## src/rtl/svm_seq_mac_if.sv

```systemverilog
// Handshake and data bundle between the pairwise-class picker (master) and
// the sequential SVM multiply-accumulate engine (slave).
interface svm_seq_mac_if #(
    parameter int N_features   = 34,
    parameter int featureWidth = 4,
    parameter int weightWidth  = 8,
    parameter int biasWidth    = 16
);
    logic                               start;
    logic [featureWidth*N_features-1:0] features;
    logic [weightWidth*N_features-1:0]  weight;
    logic [biasWidth-1:0]               bia;
    logic                               stop;
    logic                               svmready;
    logic                               w_class;
    logic                               busy;

    modport master (
        output start, features, weight, bia, stop,
        input  svmready, w_class, busy
    );

    modport slave (
        input  start, features, weight, bia, stop,
        output svmready, w_class, busy
    );
endinterface

```

## src/rtl/svm_seq_mac.sv

```systemverilog
// Sequential linear-SVM decision engine: one feature*weight product per cycle,
// then the bias, then a one-cycle svmready strobe carrying the sign of the score.
module svm_seq_mac #(
    parameter int N_features   = 34,
    parameter int featureWidth = 4,
    parameter int weightWidth  = 8,
    parameter int biasWidth    = 16,
    parameter int accWidth     = 20
) (
    input logic         clk,
    input logic         rst_n,
    svm_seq_mac_if.slave bus
);
    localparam int PROD_W = featureWidth + 1 + weightWidth;
    localparam int IDX_W  = (N_features > 1) ? $clog2(N_features) : 1;
    localparam logic [IDX_W-1:0] IDX_LAST = IDX_W'(N_features - 1);

    typedef enum logic [1:0] {
        S_IDLE = 2'd0,
        S_MAC  = 2'd1,
        S_BIAS = 2'd2,
        S_RESP = 2'd3
    } state_t;

    state_t                             state_q;
    logic [featureWidth*N_features-1:0] feat_q;
    logic signed [accWidth-1:0]         acc_q;
    logic [IDX_W-1:0]                   idx_q;
    logic                               svmready_q;
    logic                               w_class_q;
    logic                               busy_q;

    logic [featureWidth-1:0]            feat_s;
    logic [weightWidth-1:0]             wgt_s;
    logic signed [PROD_W-1:0]           feat_ext_s;
    logic signed [PROD_W-1:0]           wgt_ext_s;
    logic signed [PROD_W-1:0]           prod_s;
    logic signed [accWidth-1:0]         term_s;
    logic signed [accWidth-1:0]         bias_ext_s;
    logic signed [accWidth-1:0]         mac_sum_d;
    logic signed [accWidth-1:0]         bias_sum_d;
    logic                               score_pos_d;

    // Current lane product and the two candidate accumulator sums.
    always_comb begin
        feat_s      = feat_q[int'(idx_q)*featureWidth +: featureWidth];
        wgt_s       = bus.weight[int'(idx_q)*weightWidth +: weightWidth];
        // Feature is unsigned: a zero sign bit keeps it positive in the signed product.
        feat_ext_s  = {{(PROD_W-featureWidth){1'b0}}, feat_s};
        wgt_ext_s   = {{(PROD_W-weightWidth){wgt_s[weightWidth-1]}}, wgt_s};
        prod_s      = feat_ext_s * wgt_ext_s;
        term_s      = {{(accWidth-PROD_W){prod_s[PROD_W-1]}}, prod_s};
        bias_ext_s  = {{(accWidth-biasWidth){bus.bia[biasWidth-1]}}, bus.bia};
        mac_sum_d   = acc_q + term_s;
        bias_sum_d  = acc_q + bias_ext_s;
        score_pos_d = (!bias_sum_d[accWidth-1]) && (bias_sum_d != '0);
    end

    // Control FSM with datapath registers and registered outputs.
    always_ff @(posedge clk or negedge rst_n) begin
        if (!rst_n) begin
            state_q    <= S_IDLE;
            feat_q     <= '0;
            acc_q      <= '0;
            idx_q      <= '0;
            svmready_q <= 1'b0;
            w_class_q  <= 1'b0;
            busy_q     <= 1'b0;
        end else begin
            case (state_q)
                S_IDLE: begin
                    svmready_q <= 1'b0;
                    if (bus.start) begin
                        feat_q  <= bus.features;
                        acc_q   <= '0;
                        idx_q   <= '0;
                        busy_q  <= 1'b1;
                        state_q <= S_MAC;
                    end else begin
                        busy_q  <= 1'b0;
                    end
                end
                S_MAC: begin
                    svmready_q <= 1'b0;
                    busy_q     <= 1'b1;
                    acc_q      <= mac_sum_d;
                    if (idx_q == IDX_LAST) begin
                        state_q <= S_BIAS;
                    end else begin
                        idx_q   <= idx_q + IDX_W'(1);
                    end
                end
                S_BIAS: begin
                    acc_q      <= bias_sum_d;
                    w_class_q  <= score_pos_d;
                    svmready_q <= 1'b1;
                    busy_q     <= 1'b1;
                    state_q    <= S_RESP;
                end
                S_RESP: begin
                    svmready_q <= 1'b0;
                    if (bus.stop) begin
                        busy_q  <= 1'b0;
                        state_q <= S_IDLE;
                    end else begin
                        // Next pair of the picker reuses the latched feature vector.
                        acc_q   <= '0;
                        idx_q   <= '0;
                        busy_q  <= 1'b1;
                        state_q <= S_MAC;
                    end
                end
                default: begin
                    svmready_q <= 1'b0;
                    busy_q     <= 1'b0;
                    state_q    <= S_IDLE;
                end
            endcase
        end
    end

    assign bus.svmready = svmready_q;
    assign bus.w_class  = w_class_q;
    assign bus.busy     = busy_q;
endmodule

```

## src/flat_wrapper.sv

```systemverilog
// flat-port wrapper written by rule: the top's interface ports become plain ports
module svm_seq_mac_flat 
#(
    parameter int N_features   = 34,
    parameter int featureWidth = 4,
    parameter int weightWidth  = 8,
    parameter int biasWidth    = 16,
    parameter int accWidth     = 20
)
  (clk, rst_n, bus_start, bus_features, bus_weight, bus_bia, bus_stop, bus_svmready, bus_w_class, bus_busy);
  svm_seq_mac_if #(.N_features(N_features), .featureWidth(featureWidth), .weightWidth(weightWidth), .biasWidth(biasWidth)) bus_i ();
  input logic clk;
  input logic rst_n;
  input wire logic [$bits(bus_i.start)-1:0] bus_start;
  input wire logic [$bits(bus_i.features)-1:0] bus_features;
  input wire logic [$bits(bus_i.weight)-1:0] bus_weight;
  input wire logic [$bits(bus_i.bia)-1:0] bus_bia;
  input wire logic [$bits(bus_i.stop)-1:0] bus_stop;
  output wire logic [$bits(bus_i.svmready)-1:0] bus_svmready;
  output wire logic [$bits(bus_i.w_class)-1:0] bus_w_class;
  output wire logic [$bits(bus_i.busy)-1:0] bus_busy;
  assign bus_i.start = bus_start;
  assign bus_i.features = bus_features;
  assign bus_i.weight = bus_weight;
  assign bus_i.bia = bus_bia;
  assign bus_i.stop = bus_stop;
  assign bus_svmready = bus_i.svmready;
  assign bus_w_class = bus_i.w_class;
  assign bus_busy = bus_i.busy;
  svm_seq_mac #(.N_features(N_features), .featureWidth(featureWidth), .weightWidth(weightWidth), .biasWidth(biasWidth), .accWidth(accWidth)) u_core (.clk(clk), .rst_n(rst_n), .bus(bus_i));
endmodule
```

## config.mk

```make
export PLATFORM = sky130hd
export DESIGN_NAME = svm_seq_mac_flat
export DESIGN_NICKNAME = d
export VERILOG_FILES = /design/src/rtl/svm_seq_mac_if.sv /design/src/rtl/svm_seq_mac.sv /design/src/flat_wrapper.sv
export SDC_FILE = /design/constraint.sdc
export NUM_CORES = 1
export LEC_CHECK = 0
export CAP_MARGIN = 0
export CORE_MARGIN = 2
export CORE_UTILIZATION = 30
export DETAILED_ROUTE_END_ITERATION = 16
export DONT_BUFFER_PORTS = 1
export GPL_TIMING_DRIVEN = 1
export PLACE_DENSITY = 0.42
export SKIP_CTS_REPAIR_TIMING = 1
export SLEW_MARGIN = 20
export SYNTH_ARGS = -nofsm -noshare
export SYNTH_HDL_FRONTEND = slang
export SYNTH_SLANG_ARGS = --single-unit
```

## constraint.sdc

```tcl
create_clock -name clk -period 6.6 [get_ports clk]
set_input_delay 0.33 -clock clk [delete_from_list [all_inputs] [get_ports clk]]
set_output_delay 0.33 -clock clk [all_outputs]
set_load 0.1 [all_outputs]
```

* After elaboration in Yosys (flattened, before gate mapping)
Cells that the tools add are included.
Word-level totals: register bits 167, word-level logic and storage cells 47, output and inout port bits 3
Cells by class: add/sub/neg operators 3, reductions and logical operators 11, muxes and demuxes 15, shift operators 2, equal/unequal tests 8, $mul 1
Operators with widths (number):
- $shiftx A272 B10 Y8 | 1
- $shiftx A136 B9 Y4 | 1
- $pmux W20 S4 | 1
- $mux W20 | 2
- $add A20 B13 Y20 | 1
- $add A20 B16 Y20 | 1
- $reduce_bool A20 Y1 | 1
- $mux W6 | 3
- $pmux W6 S3 | 1
- $mul A5 B8 Y13 | 1
- $pmux W2 S4 | 1
- $add A6 B1 Y6 const B | 1
- $eq A6 B6 Y1 const B | 1
- $ne A2 B2 Y1 const B | 3
- $reduce_and A2 Y1 | 3
- $eq A2 B2 Y1 const B | 2
- $mux W2 | 2
- $reduce_and A4 Y1 | 1
- $mux W1 | 3
- $pmux W1 S3 | 1
- $reduce_bool A3 Y1 | 1
- $reduce_or A3 Y1 | 1
- $eq A2 B1 Y1 const B | 1
- $logic_not A2 Y1 | 1
- 5 further kinds | 5

* Longest topological paths before layout
Gate-level depths: netlist (run 1).
depth after elaboration 4, mapped depth 23

* Worst setup path before layout (run 1)
Ideal clock, no wire load.
path type register to register, from reg u_core.idx_q[0], to reg u_core.acc_q[18], stages on the path, launching flop included 23, arrival time 5.609 ns, path slack 0.904 ns, path buffers 3, period minus slack after synthesis 5.696 ns, cell sequence dfrtp_1 > buf_4 > buf_6 > buf_4 > mux4_2 > mux4_2 > mux2i_1 > o22a_2 > nor2_1 > fa_1 > fa_1 > inv_1 > fa_1 > inv_1 > ha_1 > a21o_1 > a21oi_1 > a211o_1 > a21boi_0 > o31ai_1 > o21ai_0 > xnor2_1 > o211ai_1
On the way: cells in the longest elaborated chain, start to end 4, elaborated cells between the ends (all ways) 5
RTL lines:
- start, declared | line svm_seq_mac.sv:28 | logic [IDX_W-1:0] idx_q;
- start signal, assigned | line svm_seq_mac.sv:90 | idx_q <= idx_q + IDX_W'(1);
- $shiftx A272 B10 Y8 / $shiftx A136 B9 Y4 (equally long branches) | line svm_seq_mac.sv:47, svm_seq_mac.sv:46
- $mul A5 B8 Y13 * | line svm_seq_mac.sv:51 | prod_s = feat_ext_s * wgt_ext_s;
- $add A20 B13 Y20 * | line svm_seq_mac.sv:54 | mac_sum_d = acc_q + term_s;
- $pmux W20 S4 * | line svm_seq_mac.sv:70 | case (state_q)
- end signal, assigned | line svm_seq_mac.sv:86 | acc_q <= mac_sum_d;
- end signal, assigned | line svm_seq_mac.sv:94 | acc_q <= bias_sum_d;
- end, declared | line svm_seq_mac.sv:27 | logic signed [accWidth-1:0] acc_q;
Every way passes the cells marked *; elsewhere a longest branch is shown, timed or not. A chain may end at the register's enable or synchronous reset.

* Worst setup path after layout (run 1)
from reg u_core.idx_q[1], to reg u_core.acc_q[18]
The elaborated chain is that of the path after synthesis.

==> impl_metrics.tcl, run 1 <==
set metrics [dict create \
    outcome "completed" \
    stdcell_count 1716 \
    maxCapViolations 0 \
    dp_cells 1629 \
    clock_latency_ps 450 \
    min_period_ps 6170 \
    die_area_um2 45700 \
    min_period_over_period 0.934 \
    vias_per_cell 5.33 \
    cts_tree "done" \
    cts.sinks 167 \
    synth_warnings 0 \
    htree_levels 4 \
    core-area_um2 43300 \
    grt_max_degree 168 \
    power.density_nw_per_um2 657 \
    first_iter_violations 460 \
    clock_skew_ps 9.58 \
    end_kind "register" \
    synth_flop_cell "dfrtp_1" \
    cts_max_path_buffers 2 \
    ant_nets 0 \
    total_power_mw 9.89 \
    syn_inst 1077 \
    grt_pass1_vias 9301 \
    fin_setup_tns_ps 0 \
    finalNetCount 1648 \
    critical-path-max-stage-delay_ps 560 \
    r2r_cells 22 \
    finalSetupViolCount 0 \
    worstHoldEndpoint "u_core.feat_q[66]" \
    die_w_um 214 \
    hold_viol_final 0 \
    grt_pass1_wl_mm 62.1 \
    cts-root-buf "clkbuf_16" \
    antenna_found_initial 27 \
    path_clk_slew_ps 70 \
    rows 76 \
    fill_cells 4289 \
    worst_pin_slew_ps 1010 \
    synth-edff-count 0 \
    initial_core_util 0.305 \
    critical_path.top_delay_family "adder cells" \
    place_congestion 0.821 \
    r2r_start "u_core.idx_q[1]" \
    fp.dieH_um 214 \
    hp-start "bus_features[66]" \
    cp.arrival_ps 6530 \
    irDropWorstVdd_mv 0.407 \
    routed_wl_mm 43.3 \
    worstPathRequired_ps 6970 \
    p_leak_nw 6.10 \
    hold-path-cell-count 1 \
    cp_common_cell "fa_1" \
    vias 9150 \
    post-route-util 0.348 \
    rr_endpoint "u_core.acc_q[18]" \
    hold_path.class "input pin to register" \
    mappedNetlistArea_um2 13200 \
    path_cells "buf_12, buf_12, buf_4, mux4_2, mux4_2, mux2i_1, o22a_2, nor2_1, fa_1, fa_1, inv_1, fa_1, inv_1, ha_1, a21o_1, a21oi_1, a211o_1, a21boi_0, o31ai_2, o21ai_0, xnor2_1, o211ai_1" \
    relSlewSlack 0.324 \
    cpMaxStageDelayCell "dfrtp_4" \
    overflow 0 \
    synth_nets 1615 \
    rsz0062_at_grt "false" \
    critPathMaxFanout 40 \
    ys_types 64 \
    dp_hpwl_mm 35.0 \
    first_pass_iters 5 \
    dpl_cell_area_um2 13900 \
    area_growth_pct 14.0 \
    fmax_mhz 162 \
    drc 0 \
    port_buffers 0 \
    avgSynthCellArea_um2 12.3 \
    cts_made_buffers 17 \
    ys_seq_area_frac 0.317 \
    grtUsageTotal 0.187 \
    start_kind "register" \
    synth_seq_cells 167 \
    drive_above_1_share 0.302 \
    path_class "register to register" \
    design_area_um2 15100 \
    wl_per_cell_um 25.2 \
    io_pins 431 \
    cp.buffers_inverters 5 \
    drv_slew 0 \
    rrSetupSlack_ps 430 \
    async_flop_share 1.00 \
]
==> cell usage in the layout, fill, tap and decap left out, types with 17 or more instances in the layout <==
| cell type | Yosys | routed |
|---|---|---|
| dfrtp_1 | 167 | 163 |
| mux2_2 | 136 | 136 |
| mux4_2 | 120 | 120 |
| inv_1 | 104 | 104 |
| ha_1 | 67 | 67 |
| nor2_1 | 59 | 59 |
| dlygate4sd3_1 | 0 | 46 |
| nand2_1 | 44 | 43 |
| fa_1 | 43 | 43 |
| o21ai_0 | 30 | 30 |
| a21oi_1 | 30 | 30 |
| mux2i_1 | 26 | 25 |
| xnor2_1 | 22 | 22 |
| buf_4 | 4 | 19 |
| clkbuf_16 | 0 | 17 |
==> registers in the layout (all words and copies together), names as in the netlist <==
register,cells
u_core.idx_q,6
u_core.acc_q,20
u_core.bus.w_class,1
u_core.state_q,2
u_core.bus.svmready,1
u_core.feat_q,136
u_core.bus.busy,1
==> routing by layer <==
metal	vias to the layer above	GRT usage	part of all wire
met5	-	0	0.0054
met4	36	0.0323	0.0071
met3	52	0.0715	0.073
met2	284	0.291	0.48
met1	4676	0.252	0.43
li1	4102	-	-
==> cells by family (layout without fill, tap and decap cells) <==
group	after synthesis	in the layout	synth area share
DFF	167	167	0.317
and+or+nand+nor	165	165	0.0588
xor gates and xnor gates	34	34	0.0226
other	0	8	0
adders and majority gates	110	110	0.129
buffers and inverters	163	209	0.0506
muxes	282	282	0.340
AOI/OAI and AO/OA	156	156	0.0823
==> how the worst max path moves through the flow <==
stage | startpoint | endpoint | depth (start not counted)
after floorplan | u_core.idx_q[0] | u_core.acc_q[18] | 22
after global placement | u_core.idx_q[1] | u_core.acc_q[18] | 22
after detailed placement | u_core.idx_q[1] | u_core.acc_q[18] | 22
after CTS | u_core.idx_q[1] | u_core.acc_q[18] | 22
after global routing | u_core.idx_q[0] | u_core.acc_q[19] | 20
final | u_core.idx_q[1] | u_core.acc_q[18] | 22
==> layout make-up <==
cell class	instances	area [um2]	share of cell area
clock inverters	15	165	0.0110
inverters	104	390	0.0259
multi-input cells	747	8370	0.556
clock buffers	17	425	0.0283
diodes	8	20.0	0.00133
well taps	585	732	0.0486
repair buffers	73	762	0.0506
flip-flops and latches	167	4190	0.278
==> cell usage after synthesis (16+ instances only) <==
master | n | share of area
fa_1 | 43 | 0.065
xnor2_1 | 22 | 0.015
nand2_1 | 44 | 0.013
mux4_2 | 120 | 0.20
clkbuf_1 | 39 | 0.011
a21oi_1 | 30 | 0.011
nand3_1 | 16 | 0.0061
dfrtp_1 | 167 | 0.32
o21ai_0 | 30 | 0.011
nor2_1 | 59 | 0.017
ha_1 | 67 | 0.064
mux2_2 | 136 | 0.12
inv_1 | 104 | 0.030
mux2i_1 | 26 | 0.020
==> per-stage QoR <==
step                      setup WS, ps  hold slack [ps]
after floorplan                    904             34.4
after CTS                          257             -467
after global placement             356             39.0
after detailed placement           271             39.0
after global routing              7.61            -6.57
final                              433             25.1
==> worst register-to-register path, delay by kind of cell (launching register included) <==
family,cells,cell delay [ps]
fa+ha+maj,4,1800
mux,3,1000
xor+xnor,1,150
flops,1,560
compound gates,8,1710
simple gates,1,70
buf+inv,5,810
==> power by group <==
| group | internal, mW | leakage [nW] | total, mW | switching (mW) |
|---|---|---|---|---|
| combinational | 3.34 | 3.80 | 6.97 | 3.64 |
| clock | 0.567 | 0.294 | 1.04 | 0.474 |
| sequential | 1.52 | 2.01 | 1.88 | 0.359 |
| total | 5.42 | 6.10 | 9.89 | 4.47 |
(Power assumes the default switching activity.)
==> run 2, diff against run 1 <==
--- a/config.mk
+++ b/config.mk
@@ -8,10 +8,11 @@
 export CAP_MARGIN = 0
 export CORE_MARGIN = 2
 export CORE_UTILIZATION = 30
+export CTS_BUF_LIST = sky130_fd_sc_hd__clkbuf_4 sky130_fd_sc_hd__clkbuf_8 sky130_fd_sc_hd__clkbuf_16
 export DETAILED_ROUTE_END_ITERATION = 16
 export DONT_BUFFER_PORTS = 1
 export GPL_TIMING_DRIVEN = 1
-export PLACE_DENSITY = 0.42
+export PLACE_DENSITY = 0.56
 export SKIP_CTS_REPAIR_TIMING = 1
 export SLEW_MARGIN = 20
 export SYNTH_ARGS = -nofsm -noshare
==> run 2 against run 1 <==
  * Design area barely moved
  * Critical path depth fell by 1
  * Die area did not move
  * First-iteration DRC count rose by 52%
  * Critical path type unchanged
  * Largest cell class unchanged
  * Largest power group unchanged
==> impl_metrics.tcl, run 2 (synthesis gave the netlist of run 1 again) <==
set metrics [dict create \
    area_growth_pct 14.1 \
    vias_per_cell 5.40 \
    vias 9310 \
    layout_commonest_cell "dfrtp_1" \
    cp_common_cell "fa_1" \
    overflow 0 \
    finalNetCount 1651 \
    fp.dieH_um 214 \
    ant_nets 0 \
    core-area_um2 43300 \
    routed_wl_mm 42.6 \
    path_clk_slew_ps 80 \
    rows 76 \
    cpMaxStageDelayCell "nor2_1" \
    post-route-util 0.348 \
    end_kind "register" \
    critPathMaxFanout 13 \
    wl_per_cell_um 24.7 \
    p_leak_nw 6.09 \
    start_kind "register" \
    cp.arrival_ps 6540 \
    drv_slew 0 \
    irDropWorstVdd_mv 0.385 \
    cts_tree "done" \
    finalSetupViolCount 0 \
    power.density_nw_per_um2 658 \
    place_congestion 0.878 \
    die_area_um2 45700 \
    layout_common_cells "163 x dfrtp_1, 136 x mux2_2, 120 x mux4_2" \
    cts_made_buffers 17 \
    hold_path.class "input pin to register" \
    cts.sinks 167 \
    critical-path-max-stage-delay_ps 650 \
    path_class "register to register" \
    antenna_found_initial 21 \
    fin_setup_tns_ps 0 \
    relSlewSlack 0.295 \
    worst_pin_slew_ps 1060 \
    first_iter_violations 698 \
    timing.hold.ws_ps 9.61 \
    drc 0 \
    cts-root-buf "clkbuf_16" \
    clock_latency_ps 460 \
    htree_levels 4 \
    initial_core_util 0.305 \
    path_cells "buf_12, mux4_2, mux4_2, mux2i_1, buf_4, o22a_1, nor2_1, fa_1, fa_1, inv_1, fa_1, inv_1, ha_1, a2111o_1, o21ai_0, a311o_1, a41oi_1, nor2_1, o21ai_0, mux2i_1, nand3_1" \
    maxCapViolations 0 \
    top_regs "u_core.feat_q x136, u_core.acc_q x20, u_core.idx_q x6" \
    hold_viol_final 0 \
    die_w_um 214 \
    grtUsageTotal 0.185 \
    clock_skew_ps 18.3 \
    dp_hpwl_mm 34.6 \
    fmax_mhz 161 \
    port_buffers 0 \
    largest_register_ff_count 136 \
    cts_max_path_buffers 2 \
    grt_pass1_wl_mm 60.6 \
    min_period_ps 6190 \
    io_pins 431 \
    rsz0062_at_grt "false" \
    worstPathRequired_ps 6950 \
    regMostFlops "u_core.feat_q" \
    outcome "completed" \
    grt_pass1_vias 9391 \
    drive_above_1_share 0.299 \
    grt_max_degree 168 \
    first_pass_iters 5 \
    min_period_over_period 0.938 \
]
-- run 2: cell types whose count changed in the layout (fill, tap and decap cells not counted), sizes merged --
| cell | before | now |
|---|---|---|
| bufinv | 2 | 0 |
| buf | 27 | 26 |
| diode | 8 | 13 |
| inv | 110 | 111 |
| dlygate4sd3 | 46 | 50 |
| clkinvlp | 1 | 2 |
-- run 2: area by class of cell --
| class | count | area (um2) |
|---|---|---|
| multi-input combinational | 747 | 8370 |
| fill | 4304 | 28200 |
| clock buffer | 17 | 425 |
| sequential | 167 | 4190 |
| antenna | 13 | 32.5 |
| tap | 585 | 732 |
| inverter | 104 | 390 |
| timing repair buffer | 76 | 766 |
| clock inverter | 15 | 161 |
-- run 2: metal layers --
metal,global-route usage,share of wire,wire (um)
met3,0.0652,0.095,4050
met1,0.255,0.43,18100
met2,0.277,0.47,19800
met5,0,0.0023,96
met4,0.0450,0.012,514
-- run 2: path summary, 6_finish.rpt --
path / depth (start not counted) / slack, ps / start / endpoint
worst max-delay path: 21 / 410 / u_core.idx_q[0] / u_core.acc_q[19]
worst min-delay path: 1 / 10 / bus_features[58] / u_core.feat_q[58]
worst max register to register: 21 / 410 / u_core.idx_q[0] / u_core.acc_q[19]
worst min register to register: 1 / 500 / u_core.feat_q[125] / u_core.feat_q[125]
max in group asynchronous: 2 / 5150 / rst_n / u_core.idx_q[0]
min in group asynchronous: 2 / 460 / rst_n / u_core.acc_q[17]
-- run 2: through the flow --
step	power [mW]	cell area, um2	instances	worst slack (ps)
finish	9.91	15100	1724	408
floorplan	7.28	13200	1077	904
detailed placement	8.81	13900	1625	295
global placement	8.66	13900	1625	395
global route	10.9	15000	1712	42.9
CTS	9.90	14500	1657	273
-- run 2: where the power goes --
part | total [mW] | switching [mW] | internal [mW]
Sequential | 1.93 | 0.409 | 1.52
Combinational | 6.97 | 3.62 | 3.35
Clock | 1.02 | 0.511 | 0.506
-- run 2: worst max-delay path, delay by kind of cell (launching register included) --
| family | cells | cell delay, ps |
|---|---|---|
| AO/OA/AOI/OAI | 6 | 1350 |
| multiplexers | 4 | 870 |
| adder cells (fa/ha/maj) | 4 | 1970 |
| flip-flops | 1 | 570 |
| AND/OR/NAND/NOR | 3 | 830 |
| buffers and inverters | 4 | 460 |
==> run 3, diff against run 2 <==
--- a/config.mk
+++ b/config.mk
@@ -11,8 +11,7 @@
 export CTS_BUF_LIST = sky130_fd_sc_hd__clkbuf_4 sky130_fd_sc_hd__clkbuf_8 sky130_fd_sc_hd__clkbuf_16
 export DETAILED_ROUTE_END_ITERATION = 16
 export DONT_BUFFER_PORTS = 1
-export GPL_TIMING_DRIVEN = 1
-export PLACE_DENSITY = 0.56
+export PLACE_DENSITY = 0.44
 export SKIP_CTS_REPAIR_TIMING = 1
 export SLEW_MARGIN = 20
 export SYNTH_ARGS = -nofsm -noshare
==> run 3 against run 2 <==
  * Design area up 5.3%
  * Global-route usage up 0.062 points
  * Count of clock-buffer cells in the layout up 3
  * Critical path depth down 1
  * Wire length up 0.92%
  * Maximum frequency down 1.1%
  * Register-to-register slack worse by 70 ps
  * First-iteration DRC count down 24%
  * Highest routed layer unchanged
==> impl_metrics.tcl, run 3 (synthesis gave the netlist of run 1 again) <==
set metrics [dict create \
    path_clk_slew_ps 70 \
    grtUsageTotal 0.185 \
    initial_core_util 0.305 \
    routed_wl_mm 43.0 \
    grt_pass1_wl_mm 60.9 \
    timing.hold.ws_ps 6.02 \
    ant_nets 0 \
    cp.arrival_ps 6610 \
    regMostFlops "u_core.feat_q" \
    first_iter_violations 527 \
    worstPathRequired_ps 6950 \
    io_pins 431 \
    power.density_nw_per_um2 625 \
    layout_commonest_cell "dfrtp_1" \
    min_period_over_period 0.949 \
    die_area_um2 45700 \
    dp_hpwl_mm 34.8 \
    worst_pin_slew_ps 1030 \
    htree_levels 4 \
    hold_viol_final 0 \
    antenna_found_initial 20 \
    overflow 0 \
    dpl_cell_area_um2 13900 \
    dp_slack_ps 250 \
    drv_slew 0 \
    cts_made_buffers 17 \
    clock_skew_ps 14.2 \
    post-route-util 0.367 \
    fp.dieH_um 214 \
    grt_max_degree 168 \
    cts_tree "done" \
    irDropWorstVdd_mv 0.351 \
    path_class "register to register" \
    port_buffers 0 \
    finalSetupViolCount 0 \
    min_period_ps 6260 \
    outcome "completed" \
    layout_common_cells "164 x dfrtp_1, 136 x mux2_2, 133 x dlygate4sd3_1" \
    vias 9473 \
    cts.sinks 167 \
    fmax_mhz 160 \
    finalNetCount 1735 \
    wl_per_cell_um 23.9 \
    drc 0 \
    cts_max_path_buffers 2 \
    core-area_um2 43300 \
    drive_above_1_share 0.279 \
    grt_pass1_vias 9101 \
    area_growth_pct 20.2 \
    design_area_um2 15900 \
    die_w_um 214 \
    place_congestion 0.816 \
    cts-root-buf "clkbuf_16" \
    clock_latency_ps 470 \
    rows 76 \
    end_kind "register" \
    first_pass_iters 5 \
    hold_path.class "input pin to register" \
    start_kind "register" \
    p_leak_nw 6.46 \
    fin_ws_ps 337 \
    largest_register_ff_count 136 \
    top_regs "u_core.feat_q x136, u_core.acc_q x20, u_core.idx_q x6" \
    critPathMaxFanout 10 \
    vias_per_cell 5.26 \
    relSlewSlack 0.314 \
    maxCapViolations 0 \
]
==> run 3: per-stage QoR <==
stage               total power, mW  std cells  TNS [ps]
floorplan                      7.28       1077         0
global placement               8.80       1626         0
detailed placement             8.82       1626         0
CTS                            9.90       1658         0
global route                   11.0       1799     -8.81
finish                         9.91       1800         0
==> run 3: worst paths after layout <==
kind	cells after the start	to	startpoint	slack [ps]
worst max-delay path	20	u_core.acc_q[19]	u_core.idx_q[0]	340
min in group asynchronous	2	u_core.feat_q[31]	rst_n	530
worst min-delay path	1	u_core.feat_q[116]	bus_features[116]	6
max in group asynchronous	2	u_core.idx_q[0]	rst_n	5310
worst min register to register	1	u_core.feat_q[11]	u_core.feat_q[11]	500
worst max register to register	20	u_core.acc_q[19]	u_core.idx_q[0]	340
==> run 3: final cells by class <==
type	instances	area, um2
Sequential cell	167	4190
Clock buffer	20	460
Multi-Input combinational cell	747	8370
Inverter	104	390
Clock inverter	12	116
Antenna cell	5	12.5
Tap cell	585	732
Timing Repair Buffer	160	1600
Fill cell	4288	27400
==> run 3: report_power, final <==
part | switching, mW | internal [mW] | total [mW]
Combinational | 3.64 | 3.35 | 7.00
Sequential | 0.378 | 1.52 | 1.90
Clock | 0.468 | 0.551 | 1.02
Total | 4.49 | 5.42 | 9.91
==> run 3: layer usage <==
layer | vias to the layer above | track usage | routed length (um)
met5 | - | 0 | 144
met4 | 22 | 0.0376 | 330
met3 | 37 | 0.0743 | 2710
met2 | 264 | 0.274 | 20300
met1 | 4881 | 0.256 | 19500
li1 | 4269 | - | -
==> run 3: critical path, cell delays in order, from the launching register on <==
cell and delay, ps:
dfrtp_4 550, buf_4 270, mux4_2 510, mux4_2 530
mux2i_1 290, o22a_1 260, nor2_1 190, fa_1 500
fa_1 550, inv_1 50, fa_1 470, inv_1 40
ha_1 380, a2111o_1 160, o21ai_0 120, a311o_1 380
a41oi_1 270, nor2_1 110, o21ai_0 210, mux2i_1 220
nand3_1 80
